$ cat config.mk
export PLATFORM = sky130hd
export DESIGN_NAME = chunked_addsub_unit
export DESIGN_NICKNAME = d
export VERILOG_FILES = /design/src/rtl/addsub_pkg.sv /design/src/rtl/chunk_adder.sv /design/src/rtl/chunked_addsub_unit.sv
export SDC_FILE = /design/constraint.sdc
export NUM_CORES = 1
export LEC_CHECK = 0
export ABC_AREA = 1
export ABC_CLOCK_PERIOD_IN_PS = 3500
export BUFFER_PORTS_ARGS = -buffer_cell sky130_fd_sc_hd__buf_4
export CORE_MARGIN = 1.5
export CORE_UTILIZATION = 45
export DETAILED_ROUTE_END_ITERATION = 6
export PLACE_DENSITY = 0.73
export SLEW_MARGIN = 10
export SYNTH_ARGS = -nofsm -noshare
export SYNTH_HDL_FRONTEND = slang
export SYNTH_HIERARCHICAL = 1
export SYNTH_SLANG_ARGS = --single-unit
$ cat constraint.sdc
create_clock -name clk -period 3.5 [get_ports clk]
set_clock_uncertainty 0.1 [all_clocks]
set_input_delay 0.7 -clock clk [delete_from_list [all_inputs] [get_ports clk]]
set_output_delay 0.7 -clock clk [all_outputs]
set_load 0.005 [all_outputs]
$ cat src/rtl/addsub_pkg.sv
// Shared types and helpers for the chunked add/subtract unit.
package addsub_pkg;

  typedef enum logic [1:0] {
    S_IDLE = 2'd0,
    S_RUN  = 2'd1,
    S_DONE = 2'd2
  } state_t;

  // Saturation bound for an n-bit signed result: most negative when sign=1,
  // most positive when sign=0. Returned zero-extended to 64 bits.
  function automatic logic [63:0] sat_bound(input int n, input logic sign);
    logic [63:0] r;
    r = '0;
    for (int i = 0; i < 64; i++) begin
      if (i < n - 1) r[i] = ~sign;
      else if (i == n - 1) r[i] = sign;
    end
    return r;
  endfunction

endpackage

$ cat src/rtl/chunk_adder.sv
// W-bit ripple-carry adder that also exposes the carry into its top bit,
// so the final chunk of an operation yields the signed-overflow term.
module chunk_adder #(
  parameter int W = 4
) (
  input  logic [W-1:0] a,
  input  logic [W-1:0] b,
  input  logic         cin,
  output logic [W-1:0] s,
  output logic         c_msb_in,
  output logic         cout
);

  logic [W:0] c;

  // Bit-serial ripple through the chunk.
  always_comb begin
    s    = '0;
    c    = '0;
    c[0] = cin;
    for (int i = 0; i < W; i++) begin
      s[i]     = a[i] ^ b[i] ^ c[i];
      c[i + 1] = (a[i] & b[i]) | (a[i] & c[i]) | (b[i] & c[i]);
    end
  end

  assign c_msb_in = c[W-1];
  assign cout     = c[W];

endmodule

$ cat src/rtl/chunked_addsub_unit.sv
// Multi-cycle two's-complement add/subtract unit. Operands are processed
// CHUNK bits per cycle through one narrow adder; the inter-chunk carry is
// held in a register. Flags and saturation are resolved on the last chunk.
//
// state  | meaning
// S_IDLE | ready for a new operation (in_ready=1)
// S_RUN  | adding chunk idx, one chunk per cycle
// S_DONE | result valid, held until out_ready
module chunked_addsub_unit
  import addsub_pkg::*;
#(
  parameter int N     = 16,
  parameter int CHUNK = 4
) (
  input  logic         clk,
  input  logic         reset_n,
  input  logic         in_valid,
  output logic         in_ready,
  input  logic [N-1:0] a,
  input  logic [N-1:0] b,
  input  logic         sub,
  input  logic         sat,
  output logic         out_valid,
  input  logic         out_ready,
  output logic [N-1:0] s,
  output logic         ovf,
  output logic         cout,
  output logic         zero,
  output logic         neg
);

  localparam int NCHUNK = N / CHUNK;
  localparam int IW     = (NCHUNK > 1) ? $clog2(NCHUNK) : 1;

  state_t         state_q, state_d;
  logic [IW-1:0]  idx_q;
  logic           carry_q;
  logic [N-1:0]   a_q, b_q, res_q, s_q;
  logic           sat_q, ovf_q, cout_q, zero_q, neg_q;

  logic [CHUNK-1:0] a_chunk, b_chunk, sum_chunk;
  logic             c_msb_in, c_out;
  logic             last_chunk, raw_ovf;
  logic [N-1:0]     res_next, final_s;
  logic [63:0]      bound;

  assign a_chunk    = a_q[idx_q*CHUNK +: CHUNK];
  assign b_chunk    = b_q[idx_q*CHUNK +: CHUNK];
  assign last_chunk = (idx_q == IW'(NCHUNK - 1));

  chunk_adder #(.W(CHUNK)) u_adder (
    .a        (a_chunk),
    .b        (b_chunk),
    .cin      (carry_q),
    .s        (sum_chunk),
    .c_msb_in (c_msb_in),
    .cout     (c_out)
  );

  // Merge the current chunk into the partial result and resolve saturation.
  always_comb begin
    res_next = res_q;
    res_next[idx_q*CHUNK +: CHUNK] = sum_chunk;
    raw_ovf  = c_msb_in ^ c_out;
    bound    = sat_bound(N, a_q[N-1]);
    final_s  = (sat_q && raw_ovf) ? bound[N-1:0] : res_next;
  end

  // State register.
  always_ff @(posedge clk or negedge reset_n) begin
    if (!reset_n) state_q <= S_IDLE;
    else          state_q <= state_d;
  end

  // Next-state and handshake outputs.
  always_comb begin
    state_d   = state_q;
    in_ready  = 1'b0;
    out_valid = 1'b0;
    case (state_q)
      S_IDLE: begin
        in_ready = 1'b1;
        if (in_valid) state_d = S_RUN;
      end
      S_RUN: begin
        if (last_chunk) state_d = S_DONE;
      end
      S_DONE: begin
        out_valid = 1'b1;
        if (out_ready) state_d = S_IDLE;
      end
      default: state_d = S_IDLE;
    endcase
  end

  // Operand capture, chunk accumulation and final flag/result registers.
  always_ff @(posedge clk or negedge reset_n) begin
    if (!reset_n) begin
      idx_q   <= '0;
      carry_q <= 1'b0;
      a_q     <= '0;
      b_q     <= '0;
      sat_q   <= 1'b0;
      res_q   <= '0;
      s_q     <= '0;
      ovf_q   <= 1'b0;
      cout_q  <= 1'b0;
      zero_q  <= 1'b0;
      neg_q   <= 1'b0;
    end else begin
      case (state_q)
        S_IDLE: begin
          if (in_valid) begin
            a_q     <= a;
            b_q     <= b ^ {N{sub}};
            sat_q   <= sat;
            carry_q <= sub;
            idx_q   <= '0;
          end
        end
        S_RUN: begin
          res_q   <= res_next;
          carry_q <= c_out;
          idx_q   <= idx_q + 1'b1;
          if (last_chunk) begin
            s_q    <= final_s;
            ovf_q  <= raw_ovf;
            cout_q <= c_out;
            zero_q <= (final_s == '0);
            neg_q  <= final_s[N-1];
          end
        end
        default: ;
      endcase
    end
  end

  assign s    = s_q;
  assign ovf  = ovf_q;
  assign cout = cout_q;
  assign zero = zero_q;
  assign neg  = neg_q;

endmodule
==> flow_metrics.env <==
export IMPL_synth_adder_area_share_pct=4.18
export IMPL_sw_frac_of_total_pct=45.8
export IMPL_final_setup_worst_slack_ps=30.9
export IMPL_area_taken_by_flip_flops_and_latches_um2=1830
export IMPL_detailroute_via_count=3175
export IMPL_timing_critical_path_required_ps=3650
export IMPL_multi_input_logic_area_um2=1740
export IMPL_synth_enable_flop_cells=0
export IMPL_fin_crit_sh_pct=99.1
export IMPL_finalMaxSlewViolations=0
export IMPL_setup_worst_path_start_class="flip-flop"
export IMPL_min_delay_path_class="input pin to async pin"
export IMPL_cts_bufs_inserted=9
export IMPL_unrepaired_setup_endpoints_after_global_routing="yes"
export IMPL_share_seq_of_total_power_pct=29.3
export IMPL_antenna_found_initial=0
export IMPL_power_combinational_fraction_pct=58.1
export IMPL_yosys_area_top_type="sky130_fd_sc_hd__dfrtp_1"
export IMPL_intPower_w=0.00282
export IMPL_leakage_nw=2.30
export IMPL_worst_r2r_setup_slack_ps=30
export IMPL_boundaryPins=60
export IMPL_syn_instance_count=452
export IMPL_dominantRegCellSynth="sky130_fd_sc_hd__dfrtp_1"
export IMPL_synth_seq_area_share_pct=49.3
export IMPL_syn_mean_instance_area_um2=8.20
export IMPL_initial_core_util_pct=47.2
export IMPL_critPathKind="flip-flop to flip-flop"
export IMPL_clockPowerShare_pct=12.6
export IMPL_ys_top_cells_by_count="sky130_fd_sc_hd__nand2_1 (143), sky130_fd_sc_hd__dfrtp_1 (73), sky130_fd_sc_hd__o21ai_0 (49)"
export IMPL_synth_mux_area_fraction_pct=0
export IMPL_share_of_synthesized_cell_area_in_and_or_nand_and_nor_gates_pct=22.9
export IMPL_total_switching_power_w=0.00238
export IMPL_startpoint="idx_q[0]"
export IMPL_maximum_number_of_pins_on_one_net_before_global_route_repair=74
export IMPL_timing_reg2reg_worst_path_depth=19
export IMPL_synth_area_um2=3710
export IMPL_cp_arrival_ps=3620
export IMPL_fp_dieArea_um2=8790
export IMPL_htree_levels=3
export IMPL_yosys_cell_count_top_type="sky130_fd_sc_hd__nand2_1"
export IMPL_routedWlPerCell_um=13.7
export IMPL_worst_slew_margin_rel_pct=39.5
export IMPL_fp_dieW_um=93.8
export IMPL_max_freq_ghz=0.288
export IMPL_tritoncts="done"
export IMPL_postCtsHoldBufs=0
export IMPL_grt_first_pass_wirelength_um=14200
export IMPL_core_area_um2=7850
export IMPL_synth_top_family_by_area="simple AND/OR/NAND/NOR gates"
export IMPL_reg2reg_to="zero"
export IMPL_power_density_nw_per_um2=1130
export IMPL_root_buffer="sky130_fd_sc_hd__clkbuf_8"
export IMPL_fin_nets=567
export IMPL_asyncSetResetFlopFracSynth_pct=100
export IMPL_grt_usage_pct=21.0
export IMPL_hold_viol_final=0
export IMPL_first_iter_violations=143
export IMPL_drt_total_wl_um=8570
export IMPL_layout_filler_cells=722
export IMPL_drt_drc_violations_left=0
export IMPL_worstMarginPinSlew_ps=908
export IMPL_run_status="finished, final reports clean"
export IMPL_grt_overflow_total=0
export IMPL_clock_insertion_delay_worst_skew_ps=350
export IMPL_drv_cap=0
export IMPL_ys_warnings_count=6
export IMPL_setup_violations_final=0
export IMPL_finalSetupTns_ps=0
export IMPL_detail_route_vias_per_cell=5.08
export IMPL_row_count=32
export IMPL_antenna_diode_count=0
export IMPL_crit_reg2reg_launch="idx_q[0]"
export IMPL_synth_area_leaders="sky130_fd_sc_hd__dfrtp_1 (49%), sky130_fd_sc_hd__nand2_1 (14%), sky130_fd_sc_hd__o21ai_0 (6.6%), sky130_fd_sc_hd__nor2_1 (4.4%), sky130_fd_sc_hd__xnor2_1 (4.0%)"
export IMPL_hpwlAfterDp_um=6050
export IMPL_port_buffers=59
export IMPL_detailedRoute_firstPassIterationCount=4
export IMPL_ys_seq_elements=73
export IMPL_synth_compound_gate_area_share_pct=12.8
export IMPL_global_placement_routability_congestion=0.950
export IMPL_share_of_final_layout_standard_cells_stronger_than_drive_strength_1_pct=24.9
export IMPL_critPathMaxFanout=6
export IMPL_synth_top_area_share_pct=49.3
export IMPL_placement_setup_worst_slack_ps=-33.6
export IMPL_flow_area_growth_from_synthesis_pct=24.8
export IMPL_setup_worst_path_end="zero"
export IMPL_route_antenna_remaining_nets=0
export IMPL_max_vdd_ir_drop_mv=0.568
export IMPL_crit_path_end_kind="flip-flop"
export IMPL_post_synth_num_cell_types=26
export IMPL_clk_path_buf_depth=2
export IMPL_cts_sink_count=73
export IMPL_worst_setup_hold_path_clk_slew_ps=80
export IMPL_synthXorXnorAreaFrac_pct=4.25
export IMPL_first_global_vias=3059
export IMPL_die_h_um=93.8
export IMPL_period_needed_ps=3470
export IMPL_synthesized_nets=500
## worst max-delay path, stage by stage (launching register included)
cell                             delay [ps]
sky130_fd_sc_hd__dfrtp_2                450
sky130_fd_sc_hd__clkinv_4               100
sky130_fd_sc_hd__dlymetal6s2s_1         190
sky130_fd_sc_hd__buf_4                  150
sky130_fd_sc_hd__o21ai_1                160
sky130_fd_sc_hd__o22ai_2                110
sky130_fd_sc_hd__fa_2                   410
sky130_fd_sc_hd__fa_2                   440
sky130_fd_sc_hd__inv_2                   80
sky130_fd_sc_hd__fa_1                   440
sky130_fd_sc_hd__inv_2                  130
sky130_fd_sc_hd__inv_2                   40
sky130_fd_sc_hd__nor2_2                 100
sky130_fd_sc_hd__nand3_2                 90
sky130_fd_sc_hd__nand2_2                110
sky130_fd_sc_hd__nand2_2                 60
sky130_fd_sc_hd__nand2_2                 70
sky130_fd_sc_hd__nor2_2                  30
sky130_fd_sc_hd__nand4_1                 60
sky130_fd_sc_hd__nand2_1                 50
## through the flow
step	area, µm²	hold WS, ps	std cells	total power, W	utilization [%]
final	4630	371	625	0.00521	59.0
after global routing	4630	408	625	0.00567	59.0
after CTS	4430	387	614	0.00482	56.5
after detailed placement	4230	365	599	0.00410	53.8
after global placement	4230	362	599	0.00400	53.8
after floorplan	3720	304	452	0.00333	-
## layout make-up
| type | count | area share, % |
|---|---|---|
| multi-input combinational | 322 | 37.5 |
| tap | 102 | 2.76 |
| timing repair buffer | 78 | 13.0 |
| inverter | 35 | 3.00 |
| clock inverter | 5 | 1.22 |
| sequential | 73 | 39.5 |
| clock buffer | 10 | 2.97 |
## what timing repair did
item                                    CTS  global route
buffers inserted                          0            11
endpoints found under the setup margin    1            19
gates resized for setup                   3            40
pin swaps                                 0            18
hold endpoints to repair                  0             0
## cells by family (layout without fill, tap and decap cells)
logic type                 count (synthesis)  in the layout
adders and majority gates                 10             10
buffers and inverters                     57            128
DFF                                       73             73
AOI/OAI and AO/OA                         80             80
and+or+nand+nor                          214            214
xor gates and xnor gates                  18             18
## metal layers
metal | GRT usage (%) | up-vias | routed length, µm
met5 | 0 | - | 0
met1 | 28.1 | 1485 | 3820
met4 | 10.8 | 0 | 277
met3 | 4.85 | 22 | 356
li1 | - | 1583 | -
met2 | 31.8 | 85 | 4120
## worst min path at each step
stage	from	end	slack (ps)	cells past startpoint
floorplan	reset_n	a_q[0]	300	0
global placement	cout	cout	360	2
detailed placement	res_q[12]	res_q[12]	370	2
CTS	res_q[12]	res_q[12]	390	2
global route	s[12]	s[12]	410	2
finish	reset_n	res_q[10]	370	1
## sequential cells by signal, indices dropped and copies added, names as in the netlist
| signal | flops |
|---|---|
| a_q | 16 |
| b_q | 16 |
| res_q | 16 |
| s | 16 |
| idx_q | 2 |
| state_q | 2 |
| carry_q | 1 |
| cout | 1 |
| ovf | 1 |
| sat_q | 1 |
| zero | 1 |
## power by group through the flow
stage	clock network [W]	logic [W]	registers, W
finish	0.000656	0.00303	0.00152
detailed placement	0	0.00259	0.00151
floorplan	0	0.00190	0.00143
global route	0.000708	0.00339	0.00157
CTS	0.000669	0.00264	0.00150
global placement	0	0.00249	0.00150
## cell usage in the layout, fill, tap and decap left out, types with 2 or more instances in the layout
cell type,instances
sky130_fd_sc_hd__nand2_1,140
sky130_fd_sc_hd__buf_4,74
sky130_fd_sc_hd__dfrtp_1,71
sky130_fd_sc_hd__o21ai_0,44
sky130_fd_sc_hd__nor2_1,38
sky130_fd_sc_hd__inv_1,26
sky130_fd_sc_hd__nand3_1,17
sky130_fd_sc_hd__xnor2_1,17
sky130_fd_sc_hd__a2bb2oi_1,10
sky130_fd_sc_hd__clkbuf_8,10
sky130_fd_sc_hd__inv_2,7
sky130_fd_sc_hd__a31oi_1,7
sky130_fd_sc_hd__nand2_2,7
sky130_fd_sc_hd__o22ai_1,6
sky130_fd_sc_hd__ha_1,6
sky130_fd_sc_hd__nor2_2,4
sky130_fd_sc_hd__nor2_4,3
sky130_fd_sc_hd__o21ai_2,3
sky130_fd_sc_hd__o21a_1,3
sky130_fd_sc_hd__buf_6,3
sky130_fd_sc_hd__fa_2,3
sky130_fd_sc_hd__clkinv_4,2
sky130_fd_sc_hd__o21ai_1,2
sky130_fd_sc_hd__o22ai_2,2
sky130_fd_sc_hd__clkinv_2,2
sky130_fd_sc_hd__dfrtp_2,2
No activity file was read; power rests on OpenSTA's default activity.
